<file path="src/rtl/mem_bus_arbiter_pkg.sv">
// Shared constants for the RCPU memory path: arbiter states, owner codes and
// the CPU's memory-source selects.
package mem_bus_arbiter_pkg;

   typedef enum logic [1:0] {
      IDLE = 2'd0,
      RD0  = 2'd1,
      WRB  = 2'd2,
      P1   = 2'd3
   } arbState_t;

   localparam logic [1:0] OWN_IDLE = 2'd0;
   localparam logic [1:0] OWN_RD0  = 2'd1;
   localparam logic [1:0] OWN_WRB  = 2'd2;
   localparam logic [1:0] OWN_P1   = 2'd3;

   localparam logic [1:0] MEM_SRC_ALU  = 2'd0;
   localparam logic [1:0] MEM_SRC_LOAD = 2'd1;
   localparam logic [1:0] MEM_SRC_PC   = 2'd2;
   localparam logic [1:0] MEM_SRC_IMM  = 2'd3;

   function automatic logic [1:0] ownerOf(arbState_t s);
      logic [1:0] o;
      unique case (s)
         IDLE:    o = OWN_IDLE;
         RD0:     o = OWN_RD0;
         WRB:     o = OWN_WRB;
         default: o = OWN_P1;
      endcase
      return o;
   endfunction

endpackage

</file>
<file path="src/rtl/mem_bus_arbiter_wb.sv">
// write_buffer: synchronous FIFO posting RCPU writes, depth a power of two.
// Push and pop on a full FIFO in the same cycle are both honoured.
module write_buffer #(
   parameter int W     = 48,
   parameter int DEPTH = 2
) (
   input  logic         clk,
   input  logic         rst,
   input  logic         push,
   input  logic         pop,
   input  logic [W-1:0] din,
   output logic         full,
   output logic         empty,
   output logic [W-1:0] head
);

   localparam int AW = $clog2(DEPTH);

   logic [W-1:0] mem [DEPTH];
   logic [AW:0]  wrPtr;
   logic [AW:0]  rdPtr;

   always_ff @(posedge clk or negedge rst) begin
      if (!rst) begin
         wrPtr <= '0;
         rdPtr <= '0;
      end else begin
         if (push) wrPtr <= wrPtr + 1'b1;
         if (pop)  rdPtr <= rdPtr + 1'b1;
      end
   end

   always_ff @(posedge clk) begin
      if (push) mem[wrPtr[AW-1:0]] <= din;
   end

   // extra pointer bit separates full from empty
   assign empty = (wrPtr == rdPtr);
   assign full  = (wrPtr[AW] != rdPtr[AW]) &&
                  (wrPtr[AW-1:0] == rdPtr[AW-1:0]);
   assign head  = mem[rdPtr[AW-1:0]];

endmodule

</file>
<file path="src/rtl/mem_bus_arbiter.sv">
// Memory port arbiter between the RCPU (posted writes, stalled reads) and port 1.
// Define ARB_ROUND_ROBIN_EN for round-robin contention; default is fixed priority.
module mem_bus_arbiter
   import mem_bus_arbiter_pkg::*;
#(
   parameter int M        = 16,
   parameter int N        = 32,
   parameter int WB_DEPTH = 2
) (
   input  logic         clk,
   input  logic         rst,
   input  logic [N-1:0] addr0,
   input  logic [M-1:0] wdata0,
   input  logic         re0,
   input  logic         we0,
   output logic         ready0,
   output logic [M-1:0] rdata0,
   input  logic [N-1:0] addr1,
   input  logic [M-1:0] wdata1,
   input  logic         re1,
   input  logic         we1,
   output logic         ready1,
   output logic [M-1:0] rdata1,
   output logic [N-1:0] memAddr,
   output logic [M-1:0] memWrite,
   output logic         memRE,
   output logic         memWE,
   input  logic         memReady,
   input  logic [M-1:0] memRead,
   output logic [1:0]   owner,
   output logic         wbOverflow
);

   arbState_t state, nextState;

   logic           wbPush, wbPop, wbFull, wbEmpty;
   logic [N+M-1:0] wbHead;
   logic           c0Req, c1Req, pick1;
   arbState_t      c0Grant;

   write_buffer #(
      .W     (N + M),
      .DEPTH (WB_DEPTH)
   ) uWb (
      .clk   (clk),
      .rst   (rst),
      .push  (wbPush),
      .pop   (wbPop),
      .din   ({addr0, wdata0}),
      .full  (wbFull),
      .empty (wbEmpty),
      .head  (wbHead)
   );

   assign wbPop  = (state == WRB) && memReady;
   assign wbPush = we0 && (!wbFull || wbPop);

   always_ff @(posedge clk or negedge rst) begin
      if (!rst)                         wbOverflow <= 1'b0;
      else if (we0 && wbFull && !wbPop) wbOverflow <= 1'b1;
   end

   // a read issued with a write must queue behind that write
   assign c0Req   = !wbEmpty || (re0 && !we0);
   assign c0Grant = wbEmpty ? RD0 : WRB;
   assign c1Req   = re1 | we1;

`ifdef ARB_ROUND_ROBIN_EN
   logic lastP1;

   always_ff @(posedge clk or negedge rst) begin
      if (!rst)
         lastP1 <= 1'b1;
      else if (state == IDLE && (c0Req || c1Req))
         lastP1 <= (nextState == P1);
   end

   assign pick1 = c1Req && (!c0Req || !lastP1);
`else
   assign pick1 = c1Req && !c0Req;
`endif

   always_ff @(posedge clk or negedge rst) begin
      if (!rst) state <= IDLE;
      else      state <= nextState;
   end

   always_comb begin
      nextState = state;
      memRE     = 1'b0;
      memWE     = 1'b0;
      memAddr   = '0;
      memWrite  = '0;
      ready0    = !re0;
      rdata0    = '0;
      ready1    = 1'b0;
      rdata1    = '0;
      unique case (state)
         IDLE: begin
            if (pick1)      nextState = P1;
            else if (c0Req) nextState = c0Grant;
         end
         RD0: begin
            memRE   = 1'b1;
            memAddr = addr0;
            ready0  = memReady;
            rdata0  = memRead;
            if (memReady) nextState = IDLE;
         end
         WRB: begin
            memWE               = 1'b1;
            {memAddr, memWrite} = wbHead;
            if (memReady) nextState = IDLE;
         end
         P1: begin
            memRE    = re1;
            memWE    = we1;
            memAddr  = addr1;
            memWrite = wdata1;
            ready1   = memReady;
            rdata1   = memRead;
            if (memReady) nextState = IDLE;
         end
      endcase
   end

   assign owner = ownerOf(state);

endmodule

</file>
<file path="config.mk">
export PLATFORM = sky130hd
export DESIGN_NAME = mem_bus_arbiter
export DESIGN_NICKNAME = d
export VERILOG_FILES = /design/src/rtl/mem_bus_arbiter_pkg.sv /design/src/rtl/mem_bus_arbiter_wb.sv /design/src/rtl/mem_bus_arbiter.sv
export SDC_FILE = /design/constraint.sdc
export NUM_CORES = 1
export LEC_CHECK = 0
export CAP_MARGIN = 20
export CORE_ASPECT_RATIO = 1.5
export CORE_MARGIN = 3
export CORE_UTILIZATION = 47
export DETAILED_ROUTE_END_ITERATION = 10
export GPL_TIMING_DRIVEN = 0
export PLACE_DENSITY_LB_ADDON = 0.12
export SLEW_MARGIN = 20
export SYNTH_ARGS = -nofsm -noshare
export SYNTH_HDL_FRONTEND = slang
export SYNTH_SLANG_ARGS = --single-unit
</file>
<file path="constraint.sdc">
create_clock -name clk -period 6.2 [get_ports clk]
set_clock_uncertainty 0.15 [all_clocks]
set_input_delay 0.93 -clock clk [delete_from_list [all_inputs] [get_ports clk]]
set_output_delay 0.93 -clock clk [all_outputs]
set_load 0.02 [all_outputs]
</file>
==> qor.yml <==
status: "completed"
clk_latency_ps: 330
htreeDepth: 3
path_common_cell: "clkdlybuf4s50_1"
finalMaxSlewViolations: 0
min_period_ps: 3500
cp-start-kind: "primary input"
globalplace.congestion: 0.780
pwr-share-comb_pct: 54.6
critPathMaxStageDelay_ps: 660
worstSetupPathType: "primary input to primary output"
via_per_inst: 5.15
drc: 0
grt_pass1_vias: 4120
crit_family: "buffers and inverters"
area_growth_pct: 52.0
initial_utilization_pct: 49.1
yosysSeqAreaShare_pct: 60.1
grt_pass1_wl_um: 20400
critPathCaptureType: "primary output"
peakVddDrop_uv: 255
path_clk_slew_ps: 70
synth_area_per_cell_um2: 12.9
tns_ps: 0
netlist_top_cells_area: "edfxtp_1 57%, mux2i_1 9.4%, mux2_1 6.4%, o21ai_1 4.3%, and2_1 3.9%"
clock_path_buffers: 2
cts_made_buffers: 9
grt-ovfl-total: 0
clock_sinks: 103
ys_warn_count: 0
p_leak_nw: 2.90
period_share_pct: 56.5
via_count: 3909
dr.pass1.iters: 6
max_freq_mhz: 286
final_cells: 759
synth_cell_type_count: 37
path_buf_inv: 2
netSwitchingFraction_pct: 38.0
die_area_mm2: 0.0121
relSlewSlack_pct: 56.6
maxCapViolCount: 0
place_area_mm2: 0.00743
wl_um: 13100
syn_inst: 393
finalSetupViolCount: 0
grt.total_usage_pct: 21.4
synth_seq_cells: 103
dr.first_iter.drc_count: 141
worst-path-max-fanout: 3
wire_per_inst_um: 17.3
holdCritPathClass: "flip-flop to flip-flop"
hpwlAfterDp_um: 10100
fin_area_mm2: 0.00773
cts_root_buf: "clkbuf_16"
drtAntennaViolNets: 0
die_w_um: 90.9
n_antenna_cell: 0
cts_hold_buf: 0
crit_slowest_cell: "clkdlybuf4s50_1"
io_pins: 206
drive_above_1_share_pct: 8.58
die_h_um: 133
netlist.top_cell.by_area: "edfxtp_1"
coreArea_mm2: 0.0104
rsz0062_at_grt: "false"
final_nets: 732
powerDensity_mw_per_mm2: 448
crit_chain: "clkdlybuf4s50_1 > mux2_2 > nand2_1 > o21ai_0 > clkdlybuf4s50_1"
hold_violations: 0
rows: 45
grt_max_degree: 23
netlist_area_mm2: 0.00508
placed_cells: 743
worst_pin_slew_ps: 651
io_buffers: 205
yosys.area.top_type_share_pct: 56.7
p_clk_share_pct: 15.8
seq_power_share_pct: 29.7
internal_power_w: 0.00214
worst_ep_required_time_ps: 5120
cp.arrival_ps: 2420
post_cts_resized: 0
syn_nets: 512
cts_tree: "built"
p_sw_w: 0.00132
post-cts-setup-buffers: 0
antenna_found_initial: 0
[per-layer routing]
| metal | global-route usage (%) | wire length [um] |
|---|---|---|
| met5 | 0 | 0 |
| met4 | 10.2 | 361 |
| met3 | 5.08 | 895 |
| met2 | 39.6 | 6920 |
| met1 | 22.6 | 4920 |
[cell families (layout without fill, tap and decap cells)]
kind of cell	count (synthesis)	count (layout)	share of synthesized area, %
buffers and inverters	34	259	4.04
xor gates and xnor gates	6	6	1.33
DFF	103	103	60.1
muxes	80	80	16.5
AOI/OAI and AO/OA	59	59	6.59
and+or+nand+nor	111	111	11.4
[path summary, 6_finish.rpt]
path                             endpoint  slack [ps]       start  depth (start not counted)
setup / recovery              memAddr[25]        2700   addr0[25]                          5
hold / removal                 wbOverflow         340  wbOverflow                          1
setup reg to reg           uWb.mem[1][24]        3990    state[0]                          5
hold reg to reg                wbOverflow         340  wbOverflow                          1
max in group asynchronous    uWb.wrPtr[1]        4940         rst                          1
min in group asynchronous      wbOverflow         710         rst                          1
[power by group through the flow]
stage / sequential [W] / clock, W / combinational [W]
6_report: 0.00103 / 0.000545 / 0.00189
5_1_grt: 0.00104 / 0.000585 / 0.00202
4_1_cts: 0.00103 / 0.000559 / 0.00191
3_5_place_dp: 0.00104 / 0 / 0.00190
3_3_place_gp: 0.00105 / 0 / 0.00180
2_1_floorplan: 0.00104 / 0 / 0.00109
[layout by cell type, fill, tap and decap left out, types with 2 or more instances in the layout]
master / n
inv_6: 2
o211ai_1: 2
clkbuf_1: 8
xnor2_1: 2
mux2i_1: 48
inv_8: 3
nand2_1: 51
nand2b_1: 3
clkbuf_4: 2
dfrtp_1: 7
clkinv_4: 2
clkbuf_16: 9
buf_4: 3
xor2_1: 2
o21ai_1: 44
clkdlybuf4s50_1: 205
buf_6: 6
nor2_1: 3
edfxtp_1: 96
buf_16: 4
mux2_1: 29
buf_2: 10
mux2_2: 3
o21ai_0: 5
a21boi_1: 2
inv_1: 3
and2_1: 32
and3_1: 17
[cell usage after synthesis, drive strengths merged]
| cell type | n |
|---|---|
| a21boi | 2 |
| a21oi | 1 |
| a22o | 1 |
| a31o | 1 |
| a31oi | 1 |
| and2 | 33 |
| and3 | 17 |
| buf | 19 |
| clkbuf | 11 |
| dfrtp | 7 |
| edfxtp | 96 |
| inv | 4 |
| mux2 | 32 |
| mux2i | 48 |
| nand2 | 51 |
| nand2b | 3 |
| nand3b | 1 |
| nand4 | 1 |
| nor2 | 3 |
| nor2b | 2 |
| o211ai | 2 |
| o21ai | 49 |
| o311ai | 1 |
| o31ai | 1 |
| xnor2 | 3 |
| xor2 | 3 |
[sequential cells by signal, summed over array words and instances, names as in the netlist]
name / flops
state: 2
wbOverflow: 1
uWb.rdPtr: 2
uWb.mem: 96
uWb.wrPtr: 2
[metrics by stage]
step           utilization (%)  worst slack, ps  hold slack (ps)  total power (W)
3_3_place_gp              70.6             35.6              300          0.00286
2_1_floorplan                -             2000              377          0.00213
5_1_grt                   74.6             2640              386          0.00365
4_1_cts                   74.6             2690              351          0.00350
6_report                  74.6             2700              339          0.00346
3_5_place_dp              71.8             2700              336          0.00294
[layout make-up]
| cell class | instances | area (um^2) |
|---|---|---|
| buffer | 30 | 190 |
| clock buffer | 9 | 225 |
| clock inverter | 7 | 68.8 |
| fill | 736 | 2630 |
| inverter | 4 | 15.0 |
| multi-input combinational | 256 | 1830 |
| sequential | 103 | 3060 |
| tap | 141 | 176 |
| timing repair buffer | 209 | 2160 |
Power figures use the tool's default switching activity.
